<file path="config.mk">
export PLATFORM = sky130hd
export DESIGN_NAME = writeback
export DESIGN_NICKNAME = d
export VERILOG_FILES = /design/src/rtl/risky_pkg.sv /design/src/rtl/load_align.sv /design/src/rtl/writeback.sv
export SDC_FILE = /design/constraint.sdc
export NUM_CORES = 1
export LEC_CHECK = 0
export BUFFER_PORTS_ARGS = -buffer_cell sky130_fd_sc_hd__buf_2
export CAP_MARGIN = 20
export CORE_MARGIN = 8
export CORE_UTILIZATION = 46
export DETAILED_ROUTE_END_ITERATION = 6
export PLACE_DENSITY = 0.87
export SLEW_MARGIN = 10
export SYNTH_ARGS = -nofsm -noshare
export SYNTH_HDL_FRONTEND = slang
export SYNTH_SLANG_ARGS = --single-unit
</file>
<file path="constraint.sdc">
create_clock -name clk -period 2.59 [get_ports clk]
set_clock_uncertainty 0.1 [all_clocks]
set_input_delay 0.259 -clock clk [delete_from_list [all_inputs] [get_ports clk]]
set_output_delay 0.259 -clock clk [all_outputs]
set_load 0.02 [all_outputs]
</file>
<file path="src/rtl/risky_pkg.sv">
// ----------------------------------------------------------------------------
// risky_pkg
// Shared definitions for the risky core pipeline:
//   opcode_e    - instr[6:2] major opcodes
//   F3_*        - funct3 encodings for loads
//   wb_state_e  - writeback stage FSM states
// ----------------------------------------------------------------------------
package risky_pkg;

    typedef enum logic [4:0] {
        OP_LOAD   = 5'b00000,
        OP_OP_IMM = 5'b00100,
        OP_AUIPC  = 5'b00101,
        OP_STORE  = 5'b01000,
        OP_OP     = 5'b01100,
        OP_LUI    = 5'b01101,
        OP_BRANCH = 5'b11000,
        OP_JALR   = 5'b11001,
        OP_JAL    = 5'b11011,
        OP_SYSTEM = 5'b11100
    } opcode_e;

    localparam logic [2:0] F3_LB  = 3'b000;
    localparam logic [2:0] F3_LH  = 3'b001;
    localparam logic [2:0] F3_LW  = 3'b010;
    localparam logic [2:0] F3_LBU = 3'b100;
    localparam logic [2:0] F3_LHU = 3'b101;

    typedef enum logic [0:0] {
        WB_IDLE     = 1'b0,
        WB_WAIT_MEM = 1'b1
    } wb_state_e;

endpackage

</file>
<file path="src/rtl/load_align.sv">
// ----------------------------------------------------------------------------
// load_align
// Combinational load data alignment and extension.
// Ports:
//   word_i        raw 32-bit word read from data memory
//   addr_i        low two bits of the load address
//   funct3_i      load size/sign (LB/LH/LW/LBU/LHU; reserved codes act as LW)
//   data_o        aligned, extended load value
//   misaligned_o  access crosses its natural alignment (LH/LHU odd, LW not /4)
// ----------------------------------------------------------------------------
module load_align
    import risky_pkg::*;
(
    input  logic [31:0] word_i,
    input  logic [1:0]  addr_i,
    input  logic [2:0]  funct3_i,
    output logic [31:0] data_o,
    output logic        misaligned_o
);

    logic [7:0]  byte_v;
    logic [15:0] half_v;

    // Shift the addressed lane down to bit 0; truncation keeps only that lane.
    assign byte_v = 8'(word_i >> {addr_i, 3'b000});
    assign half_v = 16'(word_i >> {addr_i[1], 4'b0000});

    always_comb begin
        // NOTE: every output gets a default before the case so no path
        // leaves a value unassigned, which would otherwise infer a latch.
        data_o       = word_i;
        misaligned_o = (addr_i != 2'b00);
        case (funct3_i)
            F3_LB: begin
                data_o       = {{24{byte_v[7]}}, byte_v};
                misaligned_o = 1'b0;
            end
            F3_LBU: begin
                data_o       = {24'h0, byte_v};
                misaligned_o = 1'b0;
            end
            F3_LH: begin
                data_o       = {{16{half_v[15]}}, half_v};
                misaligned_o = addr_i[0];
            end
            F3_LHU: begin
                data_o       = {16'h0, half_v};
                misaligned_o = addr_i[0];
            end
            F3_LW: begin
                data_o       = word_i;
                misaligned_o = (addr_i != 2'b00);
            end
            default: begin
                data_o       = word_i;
                misaligned_o = (addr_i != 2'b00);
            end
        endcase
    end

endmodule

</file>
<file path="src/rtl/writeback.sv">
// ----------------------------------------------------------------------------
// writeback
// Fifth pipeline stage: selects the result source, aligns load data, drives
// the regfile write port and stalls upstream while a load waits for memory.
// Ports:
//   clk, rst            clock; asynchronous active-high reset
//   valid_i / ready_o   upstream handshake (ready_o = FSM idle)
//   opcode_i, funct3_i  instruction class and load size/sign
//   rd_i                destination register
//   alu_result_i        ALU result / load address
//   pc_plus4_i          link value for JAL/JALR
//   mem_valid_i/data_i  load response (sampled only while waiting)
//   rf_we_o/sel_rd_o/rd_o  regfile write port, one-cycle commit
//   retire_o            one-cycle pulse per committed instruction
//   misaligned_o        one-cycle pulse when a misaligned load is dropped
//   instret_o           retired-instruction count
// Configuration:
//   WB_RETIRE_CNT_EN    defined: instret_o counts retire_o pulses (wrapping);
//                       undefined: no counter, instret_o tied to 0.
// ----------------------------------------------------------------------------
module writeback
    import risky_pkg::*;
#(
    parameter int XLEN      = 32,
    parameter int CNT_WIDTH = 64
) (
    input  logic                 clk,
    input  logic                 rst,
    input  logic                 valid_i,
    output logic                 ready_o,
    input  logic [4:0]           opcode_i,
    input  logic [2:0]           funct3_i,
    input  logic [4:0]           rd_i,
    input  logic [XLEN-1:0]      alu_result_i,
    input  logic [XLEN-1:0]      pc_plus4_i,
    input  logic                 mem_valid_i,
    input  logic [XLEN-1:0]      mem_data_i,
    output logic                 rf_we_o,
    output logic [4:0]           rf_sel_rd_o,
    output logic [XLEN-1:0]      rf_rd_o,
    output logic                 retire_o,
    output logic                 misaligned_o,
    output logic [CNT_WIDTH-1:0] instret_o
);

    wb_state_e       state_q, state_d;
    logic [4:0]      ld_rd_q, ld_rd_d;
    logic [2:0]      ld_funct3_q, ld_funct3_d;
    logic [1:0]      ld_addr_q, ld_addr_d;

    logic            rf_we_q, rf_we_d;
    logic [4:0]      rf_sel_rd_q, rf_sel_rd_d;
    logic [XLEN-1:0] rf_rd_q, rf_rd_d;
    logic            retire_q, retire_d;
    logic            misaligned_q, misaligned_d;

    logic [XLEN-1:0] align_data;
    logic            align_misaligned;

    // Alignment works on the latched load attributes, not the live inputs,
    // because upstream may already present the next instruction.
    load_align u_load_align (
        .word_i       (mem_data_i),
        .addr_i       (ld_addr_q),
        .funct3_i     (ld_funct3_q),
        .data_o       (align_data),
        .misaligned_o (align_misaligned)
    );

    assign ready_o = (state_q == WB_IDLE);

    always_comb begin
        state_d      = state_q;
        ld_rd_d      = ld_rd_q;
        ld_funct3_d  = ld_funct3_q;
        ld_addr_d    = ld_addr_q;
        rf_we_d      = 1'b0;
        rf_sel_rd_d  = rf_sel_rd_q;
        rf_rd_d      = rf_rd_q;
        retire_d     = 1'b0;
        misaligned_d = 1'b0;

        case (state_q)
            WB_IDLE: begin
                if (valid_i) begin
                    if (opcode_i == OP_LOAD) begin
                        ld_rd_d     = rd_i;
                        ld_funct3_d = funct3_i;
                        ld_addr_d   = alu_result_i[1:0];
                        state_d     = WB_WAIT_MEM;
                    end else begin
                        retire_d = 1'b1;
                        case (opcode_i)
                            OP_OP, OP_OP_IMM, OP_LUI, OP_AUIPC: begin
                                rf_we_d     = (rd_i != 5'd0);
                                rf_sel_rd_d = rd_i;
                                rf_rd_d     = alu_result_i;
                            end
                            OP_JAL, OP_JALR: begin
                                rf_we_d     = (rd_i != 5'd0);
                                rf_sel_rd_d = rd_i;
                                rf_rd_d     = pc_plus4_i;
                            end
                            // Stores, branches, system and unknown opcodes
                            // retire without touching the regfile.
                            OP_STORE, OP_BRANCH, OP_SYSTEM: ;
                            default: ;
                        endcase
                    end
                end
            end
            WB_WAIT_MEM: begin
                if (mem_valid_i) begin
                    state_d = WB_IDLE;
                    if (align_misaligned) begin
                        misaligned_d = 1'b1;
                    end else begin
                        retire_d    = 1'b1;
                        rf_we_d     = (ld_rd_q != 5'd0);
                        rf_sel_rd_d = ld_rd_q;
                        rf_rd_d     = align_data;
                    end
                end
            end
            default: state_d = WB_IDLE;
        endcase
    end

    // NOTE: sequential state uses non-blocking assignments only; all next-state
    // logic lives in the always_comb above with blocking assignments.
    always_ff @(posedge clk or posedge rst) begin
        if (rst) begin
            state_q      <= WB_IDLE;
            ld_rd_q      <= 5'd0;
            ld_funct3_q  <= 3'd0;
            ld_addr_q    <= 2'd0;
            rf_we_q      <= 1'b0;
            rf_sel_rd_q  <= 5'd0;
            rf_rd_q      <= '0;
            retire_q     <= 1'b0;
            misaligned_q <= 1'b0;
        end else begin
            state_q      <= state_d;
            ld_rd_q      <= ld_rd_d;
            ld_funct3_q  <= ld_funct3_d;
            ld_addr_q    <= ld_addr_d;
            rf_we_q      <= rf_we_d;
            rf_sel_rd_q  <= rf_sel_rd_d;
            rf_rd_q      <= rf_rd_d;
            retire_q     <= retire_d;
            misaligned_q <= misaligned_d;
        end
    end

    assign rf_we_o      = rf_we_q;
    assign rf_sel_rd_o  = rf_sel_rd_q;
    assign rf_rd_o      = rf_rd_q;
    assign retire_o     = retire_q;
    assign misaligned_o = misaligned_q;

`ifdef WB_RETIRE_CNT_EN
    logic [CNT_WIDTH-1:0] instret_q;

    // Counts the registered retire pulse, so the count lags retire_o by one
    // cycle; natural overflow provides the wrap to zero.
    always_ff @(posedge clk or posedge rst) begin
        if (rst) begin
            instret_q <= '0;
        end else if (retire_q) begin
            instret_q <= instret_q + CNT_WIDTH'(1);
        end
    end

    assign instret_o = instret_q;
`else
    assign instret_o = '0;
`endif

endmodule

</file>
==> flow_summary.json, run 1 <==
{
  "status": "complete, but fails checks",
  "failed_checks": "hold timing",
  "crit_fanout": 16,
  "synth_seq_cells": 51,
  "cts-resized-gates": 0,
  "clk_latency_ps": 300,
  "port_buffers": 153,
  "period_minus_slack_ps": 2290,
  "timing.setup.tns_ps": 0,
  "clkSlewWorstSetupHoldPaths_ps": 90,
  "grt_pass1_vias": 3805,
  "max_freq_mhz": 438,
  "place.gp.congestion": 0.883,
  "cap_violations": 0,
  "synth_area_leaders": "dfrtp_1 (32%), buf_4 (12%), mux2_2 (7.7%)",
  "drc": 0,
  "cts-buffers-inserted": 5,
  "grt_overflow": 0,
  "start_util": 0.464,
  "syn_area_um2": 3970,
  "dieArea_um2": 11800,
  "powerDensity_nw_per_um2": 616,
  "slowest_delay_ps": 550,
  "slew_headroom": 0.491,
  "synthArstFlopShare": 1.00,
  "cts_tree": "done",
  "cpMaxStageDelayCell": "mux4_2",
  "fillers": 817,
  "worstSetupEndpointType": "register",
  "crit_path_start_kind": "register",
  "vdd_ir_drop_max_mv": 0.290,
  "yosysSeqAreaShare": 0.322,
  "fp-row-count": 34,
  "cts.sinks": 51,
  "fp.dieW_um": 109,
  "drt-wirelength-per-cell_um": 19.8,
  "worstPathRequired_ps": 2670,
  "cp_data_arrival_time_ps": 2370,
  "fin_total_pwr_w": 0.00288,
  "insertedDiodeCount": 0,
  "fin_nets": 664,
  "io_pins": 218,
  "syn_area_per_cell_um2": 9.53,
  "cp_cell_sequence": "mux4_2 -> nand2b_1 -> a221oi_1 -> o32ai_1",
  "place_area_um2": 4560,
  "tightest_slew_ps": 762,
  "grt_setup_unrepaired": "false",
  "synth.distinct_cells": 44,
  "first_pass_iters": 4,
  "core_area_um2": 8550,
  "final_antenna_net_count": 0,
  "yosys.area.top_type": "dfrtp_1",
  "grt_pass1_wl_um": 19600,
  "regArea_um2": 1280,
  "synthCells": 416,
  "synth_edf_count": 0,
  "post-route-period-util": 0.882,
  "layout_common_cells": "buf_2 (153), conb_1 (64), dfrtp_1 (50)",
  "syn_to_final_growth_pct": 17.7,
  "drt_iter0_markers": 187,
  "post_cts_buffers": 0,
  "multi_input_comb_area_um2": 2100,
  "critPathKind": "register to register",
  "p_leak_nw": 2.33,
  "grt_max_degree": 37,
  "viasPerCell": 5.65,
  "grt_usage": 0.208,
  "grt_antenna_before_repair": 1,
  "final_common_cell": "buf_2",
  "vias": 3730,
  "hpwl_um": 10400,
  "ys.flop_type": "dfrtp_1",
  "setup_viol_count_final": 0,
  "hold_buffers": 0,
  "worstHoldPathType": "primary input to asynchronous set/reset pin",
  "yosysWarningCount": 0,
  "hold_viol": 35,
  "die-height_um": 109,
  "slew_viol_final": 0,
  "clk_path_buf_depth": 2,
  "clock-root-buffer": "clkbuf_8",
  "synth_top_area_frac": 0.322,
  "timing.hold.ws_ps": -21.4,
  "htreeDepth": 2,
  "routed_wirelength_um": 13000,
  "drive_gt1_frac": 0.395,
  "fin_area_um2": 4670
}
worst max-delay path: cells and delay by family, from the launching register on:
family             cells  cell delay, ps
muxes                  1             550
AOI/OAI and AO/OA      2             550
DFF                    1             530
and+or+nand+nor        1             450
per-layer routing:
metal  vias up  track usage  share of wire
met3        30       0.0715           0.11
met4         2       0.0723          0.026
met5         -            0        0.00061
li1       1699            -              -
met1      1796        0.229           0.35
met2       203        0.367           0.51
through the flow:
| stage | setup WS, ps | utilization | cells |
|---|---|---|---|
| floorplan | 680 | - | 479 |
| global placement | 419 | 0.533 | 652 |
| detailed placement | 327 | 0.533 | 652 |
| CTS | 328 | 0.546 | 660 |
| global route | 143 | 0.546 | 660 |
| finish | 305 | 0.546 | 660 |
layout make-up:
| class | count | area share |
|---|---|---|
| clock buffers | 7 | 0.0164 |
| clock inverters | 1 | 0.00643 |
| multi-input cells | 282 | 0.450 |
| well taps | 108 | 0.0290 |
| flip-flops and latches | 51 | 0.274 |
| repair buffers | 167 | 0.189 |
| inverters | 44 | 0.0354 |
Yosys cell counts, types with 2 or more instances:
cell      instances
a221oi_1         16
a21oi_1           2
o22a_1            8
o22ai_1           6
o32ai_1          23
clkbuf_1         22
buf_2            12
o221a_2           8
o311ai_0         23
buf_4            64
o21ai_0          13
nand2b_1          3
or3_1            17
inv_1            44
or4_1             2
nor2_1            5
nand2_1          10
o32a_1            8
dfrtp_1          51
mux2_2           27
or3b_2            2
mux2i_1          26
buf_6             3
worst paths after layout:
path	endpoint	slack, ps	depth (start not counted)	start
min in group clk	ld_funct3_q[1]	70	3	funct3_i[1]
min	ld_rd_q[0]	-20	2	rst
min reg2reg	rf_rd_o[10]	400	1	rf_rd_o[10]
max	rf_rd_o[28]	300	4	ld_addr_q[1]
max reg2reg	rf_rd_o[28]	300	4	ld_addr_q[1]
max in group asynchronous	rf_rd_o[13]	1670	3	rst
flip-flops by register name, indices dropped and copies added (netlist names), 2 cells and up:
register	cells
ld_addr_q	2
ld_rd_q	5
ld_funct3_q	3
rf_rd_o	32
rf_sel_rd_o	5
power by group:
group | internal [W] | switching [W] | total (W)
Sequential | 0.000990 | 0.000126 | 0.00112
Clock | 0.000290 | 0.000260 | 0.000550
Combinational | 0.000438 | 0.000773 | 0.00121
Total | 0.00172 | 0.00116 | 0.00288
cell families (layout without fill, tap and decap cells):
kind of cell,Yosys count,after routing,synth area share
AOI/OAI and AO/OA,117,117,0.250
buffers and inverters,146,219,0.208
DFF,51,51,0.322
muxes,54,54,0.148
other,1,64,0.000946
and+or+nand+nor,47,47,0.0707
Note: power is estimated with default switching activity, not from simulation.
==> inputs of run 2 (changes only) <==
ABC_AREA = 1   (was not set)
clock period = 2.6 ns   (was 2.59 ns; I/O delays follow)
==> run 2 against run 1 <==
Against the previous run: the run now ends clean; count of clock-buffer cells in the layout fell by 1; total power is 3.3% lower; sequential share of layout area down 0.48 points; first-iteration DRC count rose by 72%; critical endpoint is now ready_o.
==> flow_summary.json, run 2 <==
{
  "fin_nets": 906,
  "port_buffers": 153,
  "fin_total_pwr_w": 0.00278,
  "post_cts_buffers": 0,
  "routed_wirelength_um": 12900,
  "worstSetupEndpointType": "output pin",
  "drt_iter0_markers": 321,
  "viasPerCell": 4.72,
  "cp_data_arrival_time_ps": 1850,
  "status": "finished clean",
  "hpwl_um": 10100,
  "max_freq_mhz": 452,
  "yosys.area.top_type": "dfrtp_1",
  "final_antenna_net_count": 0,
  "cts-buffers-inserted": 5,
  "r2r-start": "ld_addr_q[1]",
  "synthCells": 656,
  "layout_common_cells": "nand2_1 (268), buf_2 (153), nor2_1 (69)",
  "synth_area_leaders": "dfrtp_1 (31%), nand2_1 (25%), buf_4 (12%)",
  "period_minus_slack_ps": 2210,
  "largest_reg_flops": 32,
  "cts-resized-gates": 0,
  "drt-wirelength-per-cell_um": 14.2,
  "fp.dieW_um": 110,
  "cts_tree": "done",
  "yosysSeqAreaShare": 0.314,
  "hold_viol": 0,
  "rr_worst_depth": 7,
  "timing.setup.tns_ps": 0,
  "fp-row-count": 34,
  "grt_overflow": 0,
  "grt_max_degree": 62,
  "cap_violations": 0,
  "hold_buffers": 0,
  "final_common_cell": "nand2_1",
  "yosysWarningCount": 0,
  "ys.flop_type": "dfrtp_1",
  "drive_gt1_frac": 0.237,
  "post-route-period-util": 0.850,
  "drc": 0,
  "grt_antenna_before_repair": 1,
  "r2r-end": "rf_rd_o[7]",
  "syn_to_final_growth_pct": 16.9,
  "crit_path_start_kind": "register",
  "dieArea_um2": 12100,
  "die-height_um": 110,
  "vias": 4263,
  "clk_latency_ps": 310,
  "start_util": 0.470,
  "synth_common_cells": "nand2_1 (268), nor2_1 (69), buf_4 (66)",
  "clock-root-buffer": "clkbuf_8",
  "tightest_slew_ps": 651,
  "synth_seq_cells": 51,
  "synth_top_area_frac": 0.314,
  "syn_area_per_cell_um2": 6.19,
  "synth_edf_count": 0,
  "io_pins": 218,
  "grt_setup_unrepaired": "false",
  "timing.hold.ws_ps": 14.5,
  "reg2reg_slack_ps": 410,
  "grt_pass1_vias": 4067,
  "synth.distinct_cells": 26,
  "critPathKind": "register to output pin",
  "slew_headroom": 0.566,
  "grt_usage": 0.203,
  "place.gp.congestion": 0.940,
  "vdd_ir_drop_max_mv": 0.263,
  "htreeDepth": 2,
  "slew_viol_final": 0,
  "grt_pass1_wl_um": 19400,
  "setup_viol_count_final": 0,
  "fin_util": 0.550,
  "worstHoldPathType": "primary input to asynchronous set/reset pin",
  "crit_fanout": 50,
  "synthArstFlopShare": 1.00,
  "worstPathRequired_ps": 2240,
  "clkSlewWorstSetupHoldPaths_ps": 90,
  "yosysMostFrequentCell": "nand2_1",
  "syn_area_um2": 4060,
  "p_leak_nw": 2.87,
  "powerDensity_nw_per_um2": 586,
  "clk_path_buf_depth": 2,
  "cts.sinks": 51,
  "first_pass_iters": 5,
  "core_area_um2": 8640
}
## run 2: cell types whose count changed after synthesis, sizes merged, moves of 26 or more
cell and delta:
mux2 -26, nor2 +66, nand2 +262, a21oi +52
nand3 +36, mux2i -26
## run 2: power by group
part | total (W) | internal, W | switching [W]
registers | 0.00110 | 0.000971 | 0.000133
logic | 0.00110 | 0.000349 | 0.000746
clock network | 0.000583 | 0.000312 | 0.000271
total | 0.00278 | 0.00163 | 0.00115
## run 2: layout make-up
type                    instances  area (um^2)
flip-flops and latches         51         1280
multi-input cells             525         2180
well taps                     108          135
clock buffers                   6         82.6
repair buffers                161          838
clock inverters                 2         35.0
fillers                       870         3890
diodes                          1         2.50
inverters                      49          191
## run 2: through the flow
| stage | setup slack [ps] | cell area (um^2) | cells |
|---|---|---|---|
| 5_1_grt | 171 | 4750 | 903 |
| 3_5_place_dp | 483 | 4630 | 894 |
| 3_3_place_gp | 562 | 4630 | 894 |
| 2_1_floorplan | 1010 | 4300 | 719 |
| 4_1_cts | 403 | 4740 | 902 |
| 6_report | 389 | 4750 | 903 |
## run 2: critical path: stages, from the launching register on
cell and delay, ps:
dfrtp_1 480, buf_4 250, inv_2 80, buf_4 450, buf_2 270
## run 2: how the worst max path moves through the flow
stage | cells past startpoint | startpoint | endpoint
after floorplan | 1 | rst | ld_addr_q[0]
after global placement | 7 | ld_addr_q[1] | rf_rd_o[7]
after detailed placement | 7 | ld_addr_q[1] | rf_rd_o[7]
after CTS | 4 | state_q | ready_o
after global routing | 7 | ld_addr_q[1] | rf_rd_o[7]
final | 4 | state_q | ready_o
## run 2: cell families (layout without fill, tap and decap cells)
kind of cell,Yosys count,count (layout),share of synthesized area
buffers and inverters,143,218,0.206
AOI/OAI and AO/OA,76,76,0.0952
muxes,1,1,0.00277
DFF,51,51,0.314
other,1,65,0.000923
and+or+nand+nor,384,384,0.381
## run 2: layer usage
layer	wire, um	up-vias	track usage
met5	0	-	0
met4	219	0	0.0579
met3	1250	17	0.0487
met2	6210	193	0.336
met1	5170	1893	0.258
li1	-	2160	-
==> inputs of run 3 (changes only) <==
CORE_MARGIN = not set   (was 8)
CORE_UTILIZATION = 47   (was 46)
SYNTH_HIERARCHICAL = 1   (was not set)
==> run 3 against run 2 <==
Against the previous run: synthesized cell count grew 5.3%; area after synthesis grew 5.0%; critical path depth is 5 higher; sequential power is essentially flat; highest routed layer unchanged; first-iteration DRC count shrank 21%; clock power is 14% higher; setup slack better by 230 ps; flip-flop and latch count unchanged; routed wire length down 11%; utilization is 1.2 points higher; largest cell class unchanged.
==> flow_summary.json, run 3 <==
{
  "status": "finished clean",
  "hold_viol": 0,
  "crit_path_start_kind": "register",
  "grt_setup_unrepaired": "false",
  "viasPerCell": 4.76,
  "hpwl_um": 8630,
  "setup_viol_count_final": 0,
  "routed_wirelength_um": 11500,
  "syn_area_um2": 4260,
  "drt-wirelength-per-cell_um": 12.3,
  "crit_top_cell": "nand2_1",
  "grt_antenna_before_repair": 0,
  "hold_buffers": 0,
  "cts-resized-gates": 0,
  "start_util": 0.487,
  "die-height_um": 97.3,
  "syn_to_final_growth_pct": 15.5,
  "cap_violations": 0,
  "cts-buffers-inserted": 5,
  "p_leak_nw": 3.16,
  "place_area_um2": 4790,
  "synth.distinct_cells": 26,
  "ys.flop_type": "dfrtp_1",
  "htreeDepth": 2,
  "fp-row-count": 34,
  "syn_area_per_cell_um2": 6.17,
  "vias": 4451,
  "grt_max_degree": 52,
  "synth_top_area_frac": 0.299,
  "drc": 0,
  "timing.hold.ws_ps": 4.28,
  "fp.dieW_um": 97.3,
  "synthCells": 691,
  "insertedDiodeCount": 0,
  "fin_util": 0.562,
  "vdd_ir_drop_max_mv": 0.265,
  "post-route-period-util": 0.762,
  "grt_overflow": 0,
  "yosysWarningCount": 6,
  "grt_pass1_wl_um": 18700,
  "max_freq_mhz": 505,
  "place.gp.congestion": 0.899,
  "critPathBufInv": 3,
  "clk_latency_ps": 300,
  "yosysMostFrequentCell": "nand2_1",
  "fin_nets": 940,
  "cp_cell_sequence": "inv_2 -> o22ai_1 -> inv_1 -> nand3_1 -> nand2_1 -> nand2_4 -> inv_2 -> nand2_1 -> nand2_1",
  "yosys.area.top_type": "dfrtp_1",
  "worstHoldPathType": "primary input to asynchronous set/reset pin",
  "layout_common_cells": "nand2_1 (304), buf_2 (153), nand3_1 (102)",
  "final_antenna_net_count": 0,
  "largest_reg_flops": 32,
  "clkSlewWorstSetupHoldPaths_ps": 100,
  "final_common_cell": "nand2_1",
  "clock-root-buffer": "clkbuf_8",
  "cpMaxStageDelayCell": "inv_2",
  "timing.setup.tns_ps": 0,
  "core_area_um2": 8760,
  "tightest_slew_ps": 649,
  "synth_common_cells": "nand2_1 (304), nand3_1 (102), inv_1 (81)",
  "drive_gt1_frac": 0.237,
  "slowest_delay_ps": 450,
  "powerDensity_nw_per_um2": 607,
  "synth_edf_count": 0,
  "critPathKind": "register to register",
  "fin_area_um2": 4920,
  "cts_tree": "done",
  "clk_path_buf_depth": 2,
  "dieArea_um2": 9460,
  "post_cts_buffers": 0,
  "worstSetupEndpointType": "register",
  "first_pass_iters": 5,
  "crit_family": "buffers and inverters",
  "io_pins": 218,
  "worstPathRequired_ps": 2750,
  "synth_seq_cells": 51,
  "grt_pass1_vias": 3989,
  "period_minus_slack_ps": 1980,
  "cts.sinks": 51,
  "crit_fanout": 32,
  "yosysSeqAreaShare": 0.299,
  "synthArstFlopShare": 1.00,
  "grt_usage": 0.241,
  "cp_data_arrival_time_ps": 2130,
  "slew_viol_final": 0,
  "port_buffers": 153,
  "synth_area_leaders": "dfrtp_1 (30%), nand2_1 (27%), buf_4 (12%)",
  "slew_headroom": 0.567,
  "drt_iter0_markers": 252
}
==> run 3: per-layer routing <==
metal  vias to the layer above  routed length, um  GRT usage
li1                       2243                  -          -
met1                      1980               5150      0.334
met2                       210               5270      0.399
met3                        18                853     0.0295
met4                         0                202     0.0600
met5                         -                  0          0
==> run 3: worst paths after layout <==
| check | slack (ps) | startpoint | cells after the start | endpoint |
|---|---|---|---|---|
| setup / recovery | 620 | ld_addr_q[1] | 9 | rf_rd_o[26] |
| hold / removal | 4 | rst | 3 | rf_rd_o[10] |
| setup reg to reg | 620 | ld_addr_q[1] | 9 | rf_rd_o[26] |
| hold reg to reg | 380 | rf_rd_o[5] | 2 | rf_rd_o[5] |
| max in group asynchronous | 1950 | rst | 3 | rf_rd_o[2] |
| min in group clk | 70 | funct3_i[2] | 3 | ld_funct3_q[2] |
==> run 3: per-stage QoR <==
step	cells	total power [W]	worst slack [ps]
4_1_cts	936	0.00301	596
2_1_floorplan	754	0.00204	986
3_5_place_dp	928	0.00233	604
6_report	936	0.00299	619
3_3_place_gp	928	0.00232	718
5_1_grt	936	0.00319	437
==> run 3: where the power goes <==
group | total [W] | internal [W] | switching [W]
clock | 0.000664 | 0.000384 | 0.000280
combinational | 0.00124 | 0.000404 | 0.000837
sequential | 0.00109 | 0.000974 | 0.000111
total | 0.00299 | 0.00176 | 0.00123
==> run 3: final cells by class <==
| type | instances | area [um^2] |
|---|---|---|
| clock inverters | 3 | 67.6 |
| fillers | 891 | 3840 |
| well taps | 108 | 135 |
| repair buffers | 164 | 848 |
| multi-input cells | 519 | 2200 |
| inverters | 86 | 323 |
| flip-flops and latches | 51 | 1280 |
| clock buffers | 5 | 68.8 |
==> run 3: worst register-to-register path, stage by stage (launching register included) <==
cell	delay (ps)
dfrtp_1	400
inv_2	200
o22ai_1	130
inv_1	80
nand3_1	100
nand2_1	120
nand2_4	140
inv_2	450
nand2_1	130
nand2_1	80
==> run 3: cells by family (layout without fill, tap and decap cells) <==
kind of cell           Yosys count  count (layout)  share of synthesized area
buffers and inverters          184             258                      0.239
AO/OA/AOI/OAI                   22              22                     0.0276
flip-flops                      51              51                      0.299
other                            1              64                   0.000879
AND/OR/NAND/NOR                433             433                      0.433
